[src/rtl/pipe_stage_skid.sv]
// Valid/ready pipeline stage register with optional 2-entry skid buffer,
// flush-to-bubble and a saturating stall counter. Empty slots present all-zero payload.
module pipe_stage_skid #(
  parameter int unsigned ADDR_W = 32,
  parameter int unsigned DATA_W = 32,
  parameter int unsigned SKID   = 1,
  parameter int unsigned CNT_W  = 16
) (
  input  logic              clk_i,
  input  logic              rst_i,
  input  logic              flush_i,
  input  logic              in_valid_i,
  output logic              in_ready_o,
  input  logic [ADDR_W-1:0] in_addr_i,
  input  logic [DATA_W-1:0] in_data_i,
  output logic              out_valid_o,
  input  logic              out_ready_i,
  output logic [ADDR_W-1:0] out_addr_o,
  output logic [DATA_W-1:0] out_data_o,
  output logic [CNT_W-1:0]  stall_cnt_o
);

  localparam logic [1:0] ST_EMPTY = 2'd0;
  localparam logic [1:0] ST_ONE   = 2'd1;
  localparam logic [1:0] ST_TWO   = 2'd2;

  logic [1:0]        state_q, state_d;
  logic [ADDR_W-1:0] main_addr_q, main_addr_d, skid_addr_q, skid_addr_d;
  logic [DATA_W-1:0] main_data_q, main_data_d, skid_data_q, skid_data_d;
  logic              rdy_q;
  logic [CNT_W-1:0]  cnt_q;
  logic              accept, drain;

  assign out_valid_o = (state_q != ST_EMPTY);
  assign out_addr_o  = main_addr_q;
  assign out_data_o  = main_data_q;
  assign stall_cnt_o = cnt_q;

  // With the skid buffer, ready comes straight from a flop so out_ready_i never
  // reaches in_ready_o combinationally; without it, ready looks through to downstream.
  assign in_ready_o = (SKID != 0) ? rdy_q : (!out_valid_o || out_ready_i);

  assign accept = in_valid_i && in_ready_o;
  assign drain  = out_valid_o && out_ready_i;

  always_comb begin
    state_d     = state_q;
    main_addr_d = main_addr_q;
    main_data_d = main_data_q;
    skid_addr_d = skid_addr_q;
    skid_data_d = skid_data_q;
    case (state_q)
      ST_EMPTY: begin
        if (accept) begin
          state_d     = ST_ONE;
          main_addr_d = in_addr_i;
          main_data_d = in_data_i;
        end
      end
      ST_ONE: begin
        if (accept && drain) begin
          main_addr_d = in_addr_i;
          main_data_d = in_data_i;
        end else if (accept) begin
          state_d     = ST_TWO;
          skid_addr_d = in_addr_i;
          skid_data_d = in_data_i;
        end else if (drain) begin
          state_d     = ST_EMPTY;
          main_addr_d = '0;
          main_data_d = '0;
        end
      end
      ST_TWO: begin
        if (drain) begin
          state_d     = ST_ONE;
          main_addr_d = skid_addr_q;
          main_data_d = skid_data_q;
          skid_addr_d = '0;
          skid_data_d = '0;
        end
      end
      default: begin
        state_d     = ST_EMPTY;
        main_addr_d = '0;
        main_data_d = '0;
        skid_addr_d = '0;
        skid_data_d = '0;
      end
    endcase
    if (flush_i) begin
      state_d     = ST_EMPTY;
      main_addr_d = '0;
      main_data_d = '0;
      skid_addr_d = '0;
      skid_data_d = '0;
    end
  end

  always_ff @(posedge clk_i) begin
    if (rst_i) begin
      state_q     <= ST_EMPTY;
      main_addr_q <= '0;
      main_data_q <= '0;
      skid_addr_q <= '0;
      skid_data_q <= '0;
      rdy_q       <= 1'b1;
      cnt_q       <= '0;
    end else begin
      state_q     <= state_d;
      main_addr_q <= main_addr_d;
      main_data_q <= main_data_d;
      skid_addr_q <= skid_addr_d;
      skid_data_q <= skid_data_d;
      rdy_q       <= (state_d != ST_TWO);
      if (out_valid_o && !out_ready_i && (cnt_q != '1))
        cnt_q <= cnt_q + 1'b1;
    end
  end

endmodule

[config.mk]
export PLATFORM = sky130hd
export DESIGN_NAME = pipe_stage_skid
export DESIGN_NICKNAME = d
export VERILOG_FILES = /design/src/rtl/pipe_stage_skid.sv
export SDC_FILE = /design/constraint.sdc
export NUM_CORES = 1
export LEC_CHECK = 0
export CORE_MARGIN = 10
export CORE_UTILIZATION = 60
export CTS_CLUSTER_SIZE = 40
export DETAILED_ROUTE_END_ITERATION = 16
export DONT_BUFFER_PORTS = 1
export GPL_ROUTABILITY_DRIVEN = 0
export HOLD_SLACK_MARGIN = 0.15
export PLACE_DENSITY = 0.76
export SYNTH_ARGS = -nofsm -noshare
export SYNTH_HDL_FRONTEND = slang
export SYNTH_SLANG_ARGS = --single-unit
[constraint.sdc]
create_clock -name clk_i -period 2 [get_ports clk_i]
set_clock_uncertainty 0.1 [all_clocks]
set_input_delay 0.4 -clock clk_i [delete_from_list [all_inputs] [get_ports clk_i]]
set_output_delay 0.4 -clock clk_i [all_outputs]
set_load 0.02 [all_outputs]
# Yosys cells after proc, flatten, opt, wreduce, memory -nomap -nowiden

Cells that the tools add are included.

Magnitude comparators: 0
Equal/unequal tests: 10
Divide/modulo/power cells: 0
Muxes and demuxes: 21
Bitwise operators: 1
Multiply operators: 0
Reduce and logical (&&, ||, !) cells: 11
$add $sub $neg: 1
Shift-type cells: 0

Operators by type and width:

| kind                  | number |
|---|---|
| $pmux 32 s3           | 4 |
| $mux 32               | 10 |
| $add 16x1->16 const B | 1 |
| $ne 16x16->1 const B  | 1 |
| $mux 2                | 6 |
| $ne 2x2->1 const B    | 5 |
| $reduce_and 4->1      | 2 |
| $ne 3x3->1 const B    | 2 |
| $pmux 2 s3            | 1 |
| $logic_and 1x1->1     | 5 |
| $eq 2x1->1 const B    | 1 |
| $eq 2x2->1 const B    | 1 |
| $logic_not 2->1       | 1 |
| $reduce_bool 2->1     | 1 |
| $reduce_or 2->1       | 1 |
| $logic_not 1->1       | 1 |
| $not 1->1             | 1 |

Logic and storage cells: 51
Bits in latches: 0
Flip-flop bits (word level): 147
RAM bits: 0
Bits in read-only memories: 0
Input port bits: 69
Memories: 0

# Longest topological paths before layout

Gate-level depths: netlist of run 1.

Word-level depth: 8
Mapped depth: 7
Mapped depth without buffers: 5

# Least setup slack after synthesis of run 1

OpenSTA, ideal clock, no wires.

Path kind: flip-flop to flip-flop
From: reg cnt_q[0] (netlist: stall_cnt_o[0])
To: reg cnt_q[4] (netlist: stall_cnt_o[4])
Required time: 1.768 ns
Clock period less this slack: 1.827 ns
Stages on the path, launching flop included: 7
Slack: 0.173 ns
Arrival time: 1.595 ns
Cell sequence: dfxtp_1 -> ha_1 -> nand4_1 -> nor4_2 -> buf_2 -> or3_1 -> a21oi_1

Cells in the longest elaborated chain, start to end: 2

Ends and longest elaborated chain:

| item                                                                  | RTL line | text |
|---|---|---|
| start: declaration                                                    | 31       | `logic [CNT_W-1:0] cnt_q;` |
| start signal: assignment                                              | 117      | `cnt_q <= cnt_q + 1'b1;` |
| parallel branches: the longest is 2 deep, another holds $add 16x1->16 | n/a      |  |

Several ways; the timed one is not identified.
A chain may end at the register's enable or synchronous reset.

# Final worst setup path of run 1

From: reg cnt_q[0] (netlist: stall_cnt_o[0])
To: reg cnt_q[11] (netlist: stall_cnt_o[11])

The elaborated chain is that of the path after synthesis.

==> flow_metrics.py, run 1 <==
metrics = {
    "critical_path": {
        "cp-start-kind": "register",
        "r2r-start": "stall_cnt_o[0]$_SDFFE_PP0P_",
        "startpoint": "stall_cnt_o[0]$_SDFFE_PP0P_",
        "r2r_slack_ns": 0.10,
        "worstPathRequired_ns": 2.32,
        "worstSetupPathType": "reg -> reg",
        "crit_path_max_fanout": 5,
        "worstPathArrival_ns": 2.22,
        "cp-end-kind": "register",
    },
    "sta": {
        "period_share": 0.950,
        "min_period_ns": 1.90,
        "finalSetupViolCount": 0,
        "worst_slew_pin_slew_ns": 0.775,
        "fmax_mhz": 526,
        "report.final.hold_viol_count": 0,
        "relSlewSlack": 0.482,
        "rsz0062_at_grt": "false",
        "slew_violations": 0,
        "tns_ns": 0,
        "fin_ws_ns": 0.100,
    },
    "drt": {
        "drtIter0Drc": 622,
        "wl_per_cell_um": 20.8,
        "ant_nets": 0,
        "drc": 0,
        "drtPass1Iterations": 5,
        "vias_per_cell": 6.37,
        "vias": 5733,
        "wl_um": 18700,
    },
    "die": {
        "row_count": 38,
        "dieArea_mm2": 0.0155,
        "io_pins": 151,
        "fp.dieW_um": 125,
        "die_h_um": 125,
        "core_area_mm2": 0.0108,
        "initial_utilization": 0.609,
    },
    "hold_path": {
        "min_path_type": "in -> reg",
        "min_from": "out_ready_i",
    },
    "logic_synthesis": {
        "synth_edf_count": 0,
        "ys_seq_area_frac": 0.447,
        "ys_warn_count": 0,
        "synth_cell_type_count": 45,
        "syn_inst": 688,
        "synthFlopType": "dfxtp_1",
        "netlist_area_mm2": 0.00658,
        "synth.avg_cell_area_um2": 9.56,
        "syn_nets": 758,
        "async_flop_share": 0,
        "ys_seq_elements": 147,
    },
    "placement": {
        "dpl.hpwl_um": 11100,
        "place_area_mm2": 0.00678,
        "port_buffers": 0,
        "place_ws_ns": 0.0802,
    },
    "clock_network": {
        "clkLatencyLatePin_ns": 0.53,
        "post_cts_buffers": 0,
        "htreeDepth": 4,
        "clkSinkCount": 147,
        "cts_root_buffer": "clkbuf_8",
        "cts_buffer_depth": 2,
        "clkTransAtPathRegs_ns": 0.06,
        "tritoncts": "done",
        "cts_made_buffers": 17,
    },
    "grt": {
        "grt_max_degree": 67,
        "grt-ovfl-total": 0,
        "track_usage": 0.229,
        "antenna_found_initial": 0,
        "grt_pass1_vias": 5697,
        "grt_pass1_wl_um": 29900,
    },
    "final_layout": {
        "nFillCells": 717,
        "final_nets": 817,
        "area_delta_synth_final_pct": 23.4,
        "layout-drive-gt1-share": 0.104,
        "fin_area_mm2": 0.00812,
        "antennaDiodeCount": 0,
    },
    "outcome": {
        "status": "finished, final reports clean",
    },
    "run": {
        "max_cap_violations": 0,
    },
    "power": {
        "leakage_uw": 0.00297,
        "powerDensity_mw_per_mm2": 879,
        "vdd_drop_max_mv": 0.595,
    },
}
-- worst paths after layout --
kind	to	cells after the start
min	stall_cnt_o[6]$_SDFFE_PP0P_	4
max reg2reg	stall_cnt_o[11]$_SDFFE_PP0P_	5
min reg2reg	skid_addr_q[22]$_SDFFE_PP0P_	2
max	stall_cnt_o[11]$_SDFFE_PP0P_	5
-- routing by layer --
metal / share of wire / wire length [um] / track usage / vias up
met5: 0 / 0 / 0 / -
met4: 0.020 / 376 / 0.105 / 0
met2: 0.50 / 9370 / 0.385 / 263
met3: 0.087 / 1620 / 0.0834 / 28
met1: 0.39 / 7350 / 0.252 / 2798
li1: - / - / - / 2644
-- report_power, final --
group / total [uW] / leakage, uW / internal [uW] / switching [uW]
sequential: 3150 / 0.00119 / 3000 / 143
combinational: 579 / 0.00146 / 280 / 299
clock: 3410 / 0.000320 / 2220 / 1190
-- flip-flops by register name, summed over array words and instances (netlist names) --
register and count:
out_addr_o 32, out_data_o 32, skid_addr_q 32, skid_data_q 32
stall_cnt_o 16, state_q 2, in_ready_o 1
-- synth_stat cells (6+ instances only) --
| library cell | n | area [um2] |
|---|---|---|
| dfxtp_1 | 147 | 2940 |
| buf_4 | 6 | 45.0 |
| or4_1 | 6 | 45.0 |
| buf_2 | 21 | 105 |
| clkbuf_1 | 22 | 82.6 |
| or3_1 | 6 | 37.5 |
| a221o_1 | 64 | 641 |
| nor2_1 | 134 | 503 |
| nand2_1 | 6 | 22.5 |
| a21oi_1 | 10 | 50.1 |
| and2_1 | 65 | 407 |
| mux2i_1 | 64 | 641 |
| o21ai_0 | 6 | 30.0 |
| buf_6 | 8 | 90.1 |
| a22oi_1 | 64 | 480 |
-- per-stage QoR --
| step | cells | hold slack [ns] | power (uW) | utilization |
|---|---|---|---|---|
| 2_1_floorplan | 688 | 0.361 | 3530 | - |
| 3_3_place_gp | 800 | 0.372 | 3610 | 0.628 |
| 3_5_place_dp | 800 | 0.374 | 3630 | 0.628 |
| 4_1_cts | 900 | 0.197 | 7150 | 0.751 |
| 5_1_grt | 900 | 0.238 | 7330 | 0.752 |
| 6_report | 900 | 0.218 | 7130 | 0.752 |
-- worst max-delay path: stages (launching register included) --
cell and delay, ns:
dfxtp_1 0.33, ha_1 0.25, nand4_1 0.24, nor3_1 0.14, or4b_1 0.52, and3b_1 0.20
-- logic make-up (layout without fill, tap and decap cells) --
| kind of cell | after synthesis | in the layout | synth area share |
|---|---|---|---|
| xor gates and xnor gates | 2 | 2 | 0.00266 |
| adders and majority gates | 1 | 1 | 0.00190 |
| AOI/OAI and AO/OA | 164 | 164 | 0.207 |
| buffers and inverters | 64 | 136 | 0.0531 |
| and+or+nand+nor | 246 | 246 | 0.190 |
| muxes | 64 | 64 | 0.0974 |
| DFF | 147 | 147 | 0.447 |
-- what timing repair did --
action                                  CTS  global route
resized for setup                         0             2
endpoints found under the setup margin    0             4
endpoints found under the hold margin   147             0
hold buffers                             68             0
-- placed cells by master, fill, tap and decap left out, types with 3 or more instances in the layout --
master | netlist | routed
o31ai_1 | 4 | 4
or4_1 | 6 | 6
nand4_1 | 3 | 3
or3_1 | 6 | 6
o21ai_0 | 6 | 6
and2_1 | 65 | 65
nand2_1 | 6 | 5
nor2_1 | 134 | 134
inv_1 | 4 | 4
dlygate4sd3_1 | 0 | 68
nand3_1 | 5 | 5
buf_4 | 6 | 25
buf_12 | 0 | 7
mux2i_1 | 64 | 64
clkbuf_16 | 0 | 16
clkbuf_8 | 0 | 7
bufinv_16 | 0 | 4
a22oi_1 | 64 | 64
a221o_1 | 64 | 64
a21oi_1 | 10 | 10
o21bai_1 | 4 | 4
clkinv_2 | 0 | 4
dfxtp_1 | 147 | 146
-- final cells by class --
type / instances / area [um2] / area share
clock inverter: 9 / 148 / 0.0182
clock buffer: 23 / 497 / 0.0612
multi-input combinational: 477 / 3330 / 0.410
sequential: 147 / 2940 / 0.363
timing repair buffer: 100 / 1010 / 0.124
tap: 140 / 175 / 0.0216
inverter: 4 / 15.0 / 0.00185
Note: power is estimated with default switching activity, not from simulation.
==> run 2: changes to the inputs <==
--- a/config.mk
+++ b/config.mk
@@ -11,6 +11,7 @@
 export DETAILED_ROUTE_END_ITERATION = 16
 export DONT_BUFFER_PORTS = 1
 export GPL_ROUTABILITY_DRIVEN = 0
+export GPL_TIMING_DRIVEN = 1
 export HOLD_SLACK_MARGIN = 0.15
 export PLACE_DENSITY = 0.76
 export SYNTH_ARGS = -nofsm -noshare
==> results of run 2 <==
Same layout as run 1: the final DEF is identical, and so are final timing and power.
